[src/rtl/whack_pkg.sv]
// Shared constants, FSM state type and hole-index helpers for the whack-a-mole datapath.
package whack_pkg;

    localparam int         NUM_HOLES  = 9;
    localparam logic [3:0] POS_NONE   = 4'd0;
    localparam logic [3:0] POS_MAX    = 4'd9;
    localparam logic [3:0] HOLE_FIRST = 4'd0;
    localparam logic [3:0] HOLE_LAST  = 4'd8;

    typedef enum logic [1:0] {
        IDLE   = 2'd0,
        RUN    = 2'd1,
        SEARCH = 2'd2
    } state_e;

    // Folds a raw 4-bit value 0..15 onto a hole index 0..8.
    function automatic logic [3:0] hole_wrap(input logic [3:0] v);
        hole_wrap = (v > HOLE_LAST) ? (v - 4'd9) : v;
    endfunction

    function automatic logic [3:0] hole_next(input logic [3:0] h);
        hole_next = (h == HOLE_LAST) ? HOLE_FIRST : (h + 4'd1);
    endfunction

    function automatic logic [3:0] popcount9(input logic [NUM_HOLES-1:0] m);
        popcount9 = 4'd0;
        for (int i = 0; i < NUM_HOLES; i++) begin
            popcount9 = popcount9 + {3'd0, m[i]};
        end
    endfunction

endpackage

[src/rtl/mole_scheduler_if.sv]
// Game-side bus of the mole scheduler: run enable, struck hole, mole map and scoring pulses.
interface mole_scheduler_if;
    import whack_pkg::*;

    logic                 en;
    logic [3:0]           one_pulse_pos;
    logic [NUM_HOLES-1:0] map;
    logic                 hit_ok;
    logic                 whiff;
    logic                 miss;
    logic [3:0]           active_cnt;

    modport master (
        output en, one_pulse_pos,
        input  map, hit_ok, whiff, miss, active_cnt
    );

    modport slave (
        input  en, one_pulse_pos,
        output map, hit_ok, whiff, miss, active_cnt
    );
endinterface

[src/rtl/mole_lfsr.sv]
// Free-running 16-bit Fibonacci LFSR (taps 16,14,13,11) used to pick spawn candidates.
module mole_lfsr #(
    parameter logic [15:0] SEED = 16'hACE1
) (
    input  logic        clk,
    input  logic        rst,
    output logic [15:0] q
);
    logic [15:0] lfsr_q;
    logic [15:0] lfsr_d;

    // Shift right, feedback enters at the top bit.
    always_comb begin
        lfsr_d = {lfsr_q[0] ^ lfsr_q[2] ^ lfsr_q[3] ^ lfsr_q[5], lfsr_q[15:1]};
    end

    // LFSR state register.
    always_ff @(posedge clk or negedge rst) begin
        if (!rst) begin
            lfsr_q <= SEED;
        end else begin
            lfsr_q <= lfsr_d;
        end
    end

    assign q = lfsr_q;
endmodule

[src/rtl/mole_scheduler.sv]
// Mole appearance sequencer: spawns moles at LFSR-chosen free holes, ages them per tick,
// and resolves strikes into hit/whiff pulses and timeouts into a miss pulse.
module mole_scheduler
    import whack_pkg::*;
#(
    parameter int unsigned TICK_DIV    = 10_000_000,
    parameter int unsigned LIFE_TICKS  = 8,
    parameter int unsigned SPAWN_TICKS = 3,
    parameter int unsigned MAX_ACTIVE  = 3,
    parameter logic [15:0] LFSR_SEED   = 16'hACE1
) (
    input logic              clk,
    input logic              rst,
    mole_scheduler_if.slave  bus
);
    localparam int             DIV_W      = $clog2(TICK_DIV);
    localparam logic [DIV_W-1:0] DIV_LAST = DIV_W'(TICK_DIV - 1);
    localparam logic [3:0]     LIFE_INIT  = 4'(LIFE_TICKS);
    localparam logic [4:0]     SPAWN_LAST = 5'(SPAWN_TICKS);
    localparam logic [3:0]     MAX_ACT    = 4'(MAX_ACTIVE);

    state_e               state_q, state_d;
    logic [DIV_W-1:0]     div_q, div_d;
    logic [3:0]           spawn_q, spawn_d;
    logic [3:0]           cand_q, cand_d;
    logic [3:0]           life_q [NUM_HOLES];
    logic [3:0]           life_d [NUM_HOLES];
    logic [NUM_HOLES-1:0] map_q, map_d;
    logic                 hit_ok_q, hit_ok_d;
    logic                 whiff_q, whiff_d;
    logic                 miss_q, miss_d;
    logic [3:0]           cnt_q, cnt_d;

    logic                 tick_s;
    logic [NUM_HOLES-1:0] hit_vec_s;
    logic [NUM_HOLES-1:0] exp_vec_s;
    logic [4:0]           spawn_inc_s;
    logic [3:0]           hole_s;
    logic [15:0]          lfsr_s;
    logic                 lfsr_unused_s;

    mole_lfsr #(.SEED(LFSR_SEED)) u_lfsr (
        .clk (clk),
        .rst (rst),
        .q   (lfsr_s)
    );

    assign lfsr_unused_s = ^lfsr_s[15:4];
    assign hole_s        = bus.one_pulse_pos - 4'd1;

    // Next-state, aging, strike resolution and spawn search.
    always_comb begin
        state_d     = state_q;
        div_d       = div_q;
        spawn_d     = spawn_q;
        cand_d      = cand_q;
        life_d      = life_q;
        map_d       = map_q;
        hit_ok_d    = 1'b0;
        whiff_d     = 1'b0;
        miss_d      = 1'b0;
        tick_s      = 1'b0;
        hit_vec_s   = '0;
        exp_vec_s   = '0;
        spawn_inc_s = 5'd0;

        case (state_q)
            RUN, SEARCH: begin
                if (!bus.en) begin
                    state_d = IDLE;
                    div_d   = '0;
                    spawn_d = 4'd0;
                    cand_d  = HOLE_FIRST;
                    map_d   = '0;
                    for (int i = 0; i < NUM_HOLES; i++) life_d[i] = 4'd0;
                end else begin
                    tick_s = (div_q == DIV_LAST);
                    div_d  = tick_s ? '0 : (div_q + DIV_W'(1));

                    for (int i = 0; i < NUM_HOLES; i++) begin
                        if (tick_s && map_q[i]) begin
                            life_d[i]    = life_q[i] - 4'd1;
                            exp_vec_s[i] = (life_q[i] == 4'd1);
                        end else begin
                            life_d[i] = life_q[i];
                        end
                    end

                    if ((bus.one_pulse_pos != POS_NONE) && (bus.one_pulse_pos <= POS_MAX)) begin
                        if (map_q[hole_s]) begin
                            hit_vec_s[hole_s] = 1'b1;
                            hit_ok_d          = 1'b1;
                        end else begin
                            whiff_d = 1'b1;
                        end
                    end else begin
                        hit_ok_d = 1'b0;
                    end

                    // A hit on an expiring hole scores as a hit, never as a miss.
                    map_d       = map_q & ~hit_vec_s & ~exp_vec_s;
                    miss_d      = |(exp_vec_s & ~hit_vec_s);
                    spawn_inc_s = {1'b0, spawn_q} + {4'd0, tick_s};

                    if (state_q == RUN) begin
                        if (spawn_inc_s >= SPAWN_LAST) begin
                            spawn_d = 4'd0;
                            if (cnt_q < MAX_ACT) begin
                                cand_d  = hole_wrap(lfsr_s[3:0]);
                                state_d = SEARCH;
                            end else begin
                                state_d = RUN;
                            end
                        end else begin
                            spawn_d = spawn_inc_s[3:0];
                        end
                    end else begin
                        // Ticks during a search are kept, capped at one pending attempt.
                        spawn_d = (spawn_inc_s >= SPAWN_LAST) ? SPAWN_LAST[3:0] : spawn_inc_s[3:0];
                        if (!map_q[cand_q]) begin
                            map_d[cand_q]  = 1'b1;
                            life_d[cand_q] = LIFE_INIT;
                            state_d        = RUN;
                        end else begin
                            cand_d = hole_next(cand_q);
                        end
                    end
                end
            end
            default: begin
                div_d   = '0;
                spawn_d = 4'd0;
                cand_d  = HOLE_FIRST;
                map_d   = '0;
                for (int i = 0; i < NUM_HOLES; i++) life_d[i] = 4'd0;
                state_d = bus.en ? RUN : IDLE;
            end
        endcase

        cnt_d = popcount9(map_d);
    end

    // State, counter and output registers.
    always_ff @(posedge clk or negedge rst) begin
        if (!rst) begin
            state_q  <= IDLE;
            div_q    <= '0;
            spawn_q  <= 4'd0;
            cand_q   <= HOLE_FIRST;
            map_q    <= '0;
            hit_ok_q <= 1'b0;
            whiff_q  <= 1'b0;
            miss_q   <= 1'b0;
            cnt_q    <= 4'd0;
            for (int i = 0; i < NUM_HOLES; i++) life_q[i] <= 4'd0;
        end else begin
            state_q  <= state_d;
            div_q    <= div_d;
            spawn_q  <= spawn_d;
            cand_q   <= cand_d;
            map_q    <= map_d;
            hit_ok_q <= hit_ok_d;
            whiff_q  <= whiff_d;
            miss_q   <= miss_d;
            cnt_q    <= cnt_d;
            for (int i = 0; i < NUM_HOLES; i++) life_q[i] <= life_d[i];
        end
    end

    assign bus.map        = map_q;
    assign bus.hit_ok     = hit_ok_q;
    assign bus.whiff      = whiff_q;
    assign bus.miss       = miss_q;
    assign bus.active_cnt = cnt_q;
endmodule

[src/flat_wrapper.sv]
// flat-port wrapper written by rule: the top's interface ports become plain ports
module mole_scheduler_flat import whack_pkg::*;
#(
    parameter int unsigned TICK_DIV    = 10_000_000,
    parameter int unsigned LIFE_TICKS  = 8,
    parameter int unsigned SPAWN_TICKS = 3,
    parameter int unsigned MAX_ACTIVE  = 3,
    parameter logic [15:0] LFSR_SEED   = 16'hACE1
)
  (clk, rst, bus_en, bus_one_pulse_pos, bus_map, bus_hit_ok, bus_whiff, bus_miss, bus_active_cnt);
  mole_scheduler_if bus_i ();
  input logic clk;
  input logic rst;
  input wire logic [$bits(bus_i.en)-1:0] bus_en;
  input wire logic [$bits(bus_i.one_pulse_pos)-1:0] bus_one_pulse_pos;
  output wire logic [$bits(bus_i.map)-1:0] bus_map;
  output wire logic [$bits(bus_i.hit_ok)-1:0] bus_hit_ok;
  output wire logic [$bits(bus_i.whiff)-1:0] bus_whiff;
  output wire logic [$bits(bus_i.miss)-1:0] bus_miss;
  output wire logic [$bits(bus_i.active_cnt)-1:0] bus_active_cnt;
  assign bus_i.en = bus_en;
  assign bus_i.one_pulse_pos = bus_one_pulse_pos;
  assign bus_map = bus_i.map;
  assign bus_hit_ok = bus_i.hit_ok;
  assign bus_whiff = bus_i.whiff;
  assign bus_miss = bus_i.miss;
  assign bus_active_cnt = bus_i.active_cnt;
  mole_scheduler #(.TICK_DIV(TICK_DIV), .LIFE_TICKS(LIFE_TICKS), .SPAWN_TICKS(SPAWN_TICKS), .MAX_ACTIVE(MAX_ACTIVE), .LFSR_SEED(LFSR_SEED)) u_core (.clk(clk), .rst(rst), .bus(bus_i));
endmodule
[config.mk]
export PLATFORM = sky130hd
export DESIGN_NAME = mole_scheduler_flat
export DESIGN_NICKNAME = d
export VERILOG_FILES = /design/src/rtl/whack_pkg.sv /design/src/rtl/mole_scheduler_if.sv /design/src/rtl/mole_lfsr.sv /design/src/rtl/mole_scheduler.sv /design/src/flat_wrapper.sv
export SDC_FILE = /design/constraint.sdc
export NUM_CORES = 1
export LEC_CHECK = 0
export ABC_CLOCK_PERIOD_IN_PS = 5110
export CAP_MARGIN = 20
export CORE_ASPECT_RATIO = 1.1
export CORE_MARGIN = 5
export CORE_UTILIZATION = 45
export CTS_CLUSTER_SIZE = 25
export DETAILED_ROUTE_END_ITERATION = 8
export HOLD_SLACK_MARGIN = 0.03
export PLACE_DENSITY_LB_ADDON = 0.12
export SYNTH_ARGS = -nofsm -noshare
export SYNTH_HDL_FRONTEND = slang
export SYNTH_SLANG_ARGS = --single-unit
[constraint.sdc]
create_clock -name clk -period 5.11 [get_ports clk]
set_clock_uncertainty 0.05 [all_clocks]
set_input_delay 0.511 -clock clk [delete_from_list [all_inputs] [get_ports clk]]
set_output_delay 0.511 -clock clk [all_outputs]
set_load 0.02 [all_outputs]
==> results of run 1 <==
## registers in the layout (all words and copies together), names as in the netlist
signal                 flops
u_core.bus.map             9
u_core.spawn_q             4
u_core.bus.active_cnt      4
u_core.bus.miss            1
u_core.cand_q              4
u_core.u_lfsr.q           16
u_core.state_q             2
u_core.life_q             36
u_core.div_q              24
u_core.bus.hit_ok          1
u_core.bus.whiff           1
## cells in the final DEF (no fill, tap or decap), types with 8 or more instances in the layout
cell type,Yosys,layout
a211oi_1,11,11
ha_1,38,38
dfrtp_1,94,94
buf_4,3,15
a21oi_1,32,32
and3_1,19,19
a21o_1,9,9
clkdlybuf4s50_1,0,21
o21ai_0,8,8
nor2_1,64,64
xnor2_1,20,20
nand2_1,50,50
xor2_1,36,36
nor3_1,12,12
clkbuf_16,0,9
inv_1,41,41
nand3_1,44,44
dfstp_2,8,8
## through the flow
step                      power, mW  instances  area (µm²)  setup slack (ps)
final                          1.72        768        6360               423
after global placement         1.07        752        6070               178
after floorplan               0.980        578        5640               585
after global routing           1.80        768        6360               186
after detailed placement       1.07        752        6070              45.7
after CTS                      1.75        768        6360               437
## worst max-delay path, cell delays in order
cell             delay [ps]
clkdlybuf4s50_1         480
inv_1                    70
ha_1                    280
and2_1                  190
a21oi_1                 180
o22ai_1                 140
and3_1                  210
o21a_1                  190
nor2_1                  130
ha_1                    250
inv_1                    70
fa_1                    420
fa_1                    490
inv_1                    50
fa_1                    480
ha_1                    170
inv_1                    60
fa_1                    370
xnor2_1                 140
## power breakdown
part / internal [mW] / switching (mW) / leakage (nW)
combinational: 0.0705 / 0.141 / 1.21
clock: 0.341 / 0.331 / 0.135
sequential: 0.822 / 0.0170 / 1.39
## cells by family (layout without fill, tap and decap cells)
family          count (synthesis)  after routing
flops                         102            102
other cells                     1              2
fa+ha+maj                      43             43
xor+xnor                       56             56
compound gates                 88             88
simple gates                  222            222
buf+inv                        58             94
mux                             7              7
## final timing paths
check                                startpoint                        to  slack, ps  depth (start not counted)
hold reg to reg             u_core.u_lfsr.q[12]       u_core.u_lfsr.q[11]        310                          0
min in group clk            u_core.u_lfsr.q[12]       u_core.u_lfsr.q[11]        310                          0
max in group asynchronous                   rst          u_core.div_q[23]       3760                          2
setup / recovery           bus_one_pulse_pos[0]  u_core.bus.active_cnt[2]        420                         19
setup reg to reg               u_core.cand_q[2]  u_core.bus.active_cnt[2]        440                         16
hold / removal                              rst          u_core.div_q[11]        220                          1
## layout make-up
| class | count | area [µm²] | area share [%] |
|---|---|---|---|
| inverters | 42 | 159 | 2.50 |
| multi-input cells | 418 | 2840 | 44.6 |
| clock inverters | 7 | 61.3 | 0.964 |
| well taps | 154 | 193 | 3.03 |
| clock buffers | 9 | 225 | 3.54 |
| flip-flops and latches | 102 | 2560 | 40.3 |
| repair buffers | 36 | 323 | 5.08 |
## layer usage
layer  track usage (%)  routed length, µm  vias to the layer above
li1                  -                  -                     2042
met1              24.8               5940                     2046
met2              27.5               5700                       93
met3              3.36                559                       22
met4              7.96                296                        0
met5                 0                  0                        -
==> results.toml, run 1 <==
[pwr]
ir_drop_v = 0.000156
power_density_nw_per_um2 = 271
leakagePower_nw = 2.73

[cells_and_area]
antennaDiodeCount = 0
drive_gt1_share_pct = 7.98
fin_util_pct = 52.4
area_delta_synth_final_pct = 12.8
final_nets = 659
fillCellCount = 1105

[sta]
setup_viol = 0
rsz0062_at_grt = "no"
fmax_mhz = 213
hold_violations = 0
whs_ps = 224
min_period_over_period_pct = 91.7
slew_violations = 0
period_minus_slack_ps = 4690
finalSetupTns_ps = 0
worstMarginPinSlew_ps = 867
relSlewSlack_pct = 42.2

[worst_setup_path]
critPathKind = "input pin to flop"
end_kind = "flop"
critPathArrivalTime_ps = 4880
cp.required_ps = 5310
cp-start-kind = "input pin"
critPathMaxFanout = 7

[place]
place.port_buffers = 22
gp_congestion = 0.858
hpwl_mm = 8.84

[routing]
firstDrtPassIters = 4
drt-total-wl_mm = 12.5
wire_per_inst_um = 16.3
final_antenna_net_count = 0
routed-via-count = 4203
drcViolationCount = 0
drtIter0Drc = 360
via_per_inst = 5.47

[clock_tree]
htreeDepth = 3
clkSinkCount = 102
cts_buffers = 9
cts_buffer_depth = 2
ctsHoldBuffers = 0
clock_latency_ps = 360
cts_resized = 0
path_clk_slew_ps = 80
post_cts_buffers = 0
tritoncts = "yes"
clockRootBuffer = "clkbuf_16"

[yosys]
ys_seq_area_share_pct = 45.5
yosys_warnings = 0
synthAdderAreaFrac_pct = 10.2
yosys.cell_types.count = 57
ys_ff_latch = 102
synth_compound_area_share_pct = 10.1
netlist_instances = 577
synth_edf_count = 0
muxShareOfSynthArea_pct = 1.91
synth_top_area_share_pct = 41.7
async_reset_ff_share_pct = 100
synth_xor_xnor_area_share_pct = 8.70
synthesis.area_um2 = 5640
synth_commonest_cells = "dfrtp_1 (94), nor2_1 (64), nand2_1 (50)"
ys.flop_type = "dfrtp_1"
synth_largest_area_cell = "dfrtp_1"
yosysMostFrequentCell = "dfrtp_1"
synth_area_leaders = "dfrtp_1 (42%), ha_1 (8.4%), xor2_1 (5.6%)"
synthSimpleGateAreaFrac_pct = 19.2
synth_top_family_by_area = "simple AND/OR/NAND/NOR gates"
avgSynthCellArea_um2 = 9.77

[floorplan]
die_w_um = 117
start_util_pct = 46.4
die_h_um = 127
io_pins = 23
core-area_um2 = 12100
die_area_um2 = 14900
rows = 42

[outcome]
status = "complete, no violations"

[global_route]
grt_pass1_wl_mm = 21.2
antenna_found_initial = 0
first_global_vias = 4278
gr-total-overflow = 0
grt_max_degree = 70
grt_use_total_pct = 18.0

[worst_hold_path]
hold_path_class = "input pin to asynchronous set/reset pin"

[flow_run]
max_cap_viol_count = 0
Power figures use the tool's default switching activity.
==> run 2: changes to the inputs <==
- GPL_ROUTABILITY_DRIVEN: unset -> 0
==> results of run 2 <==
No change in the layout: final DEF, timing and power equal those of run 1.
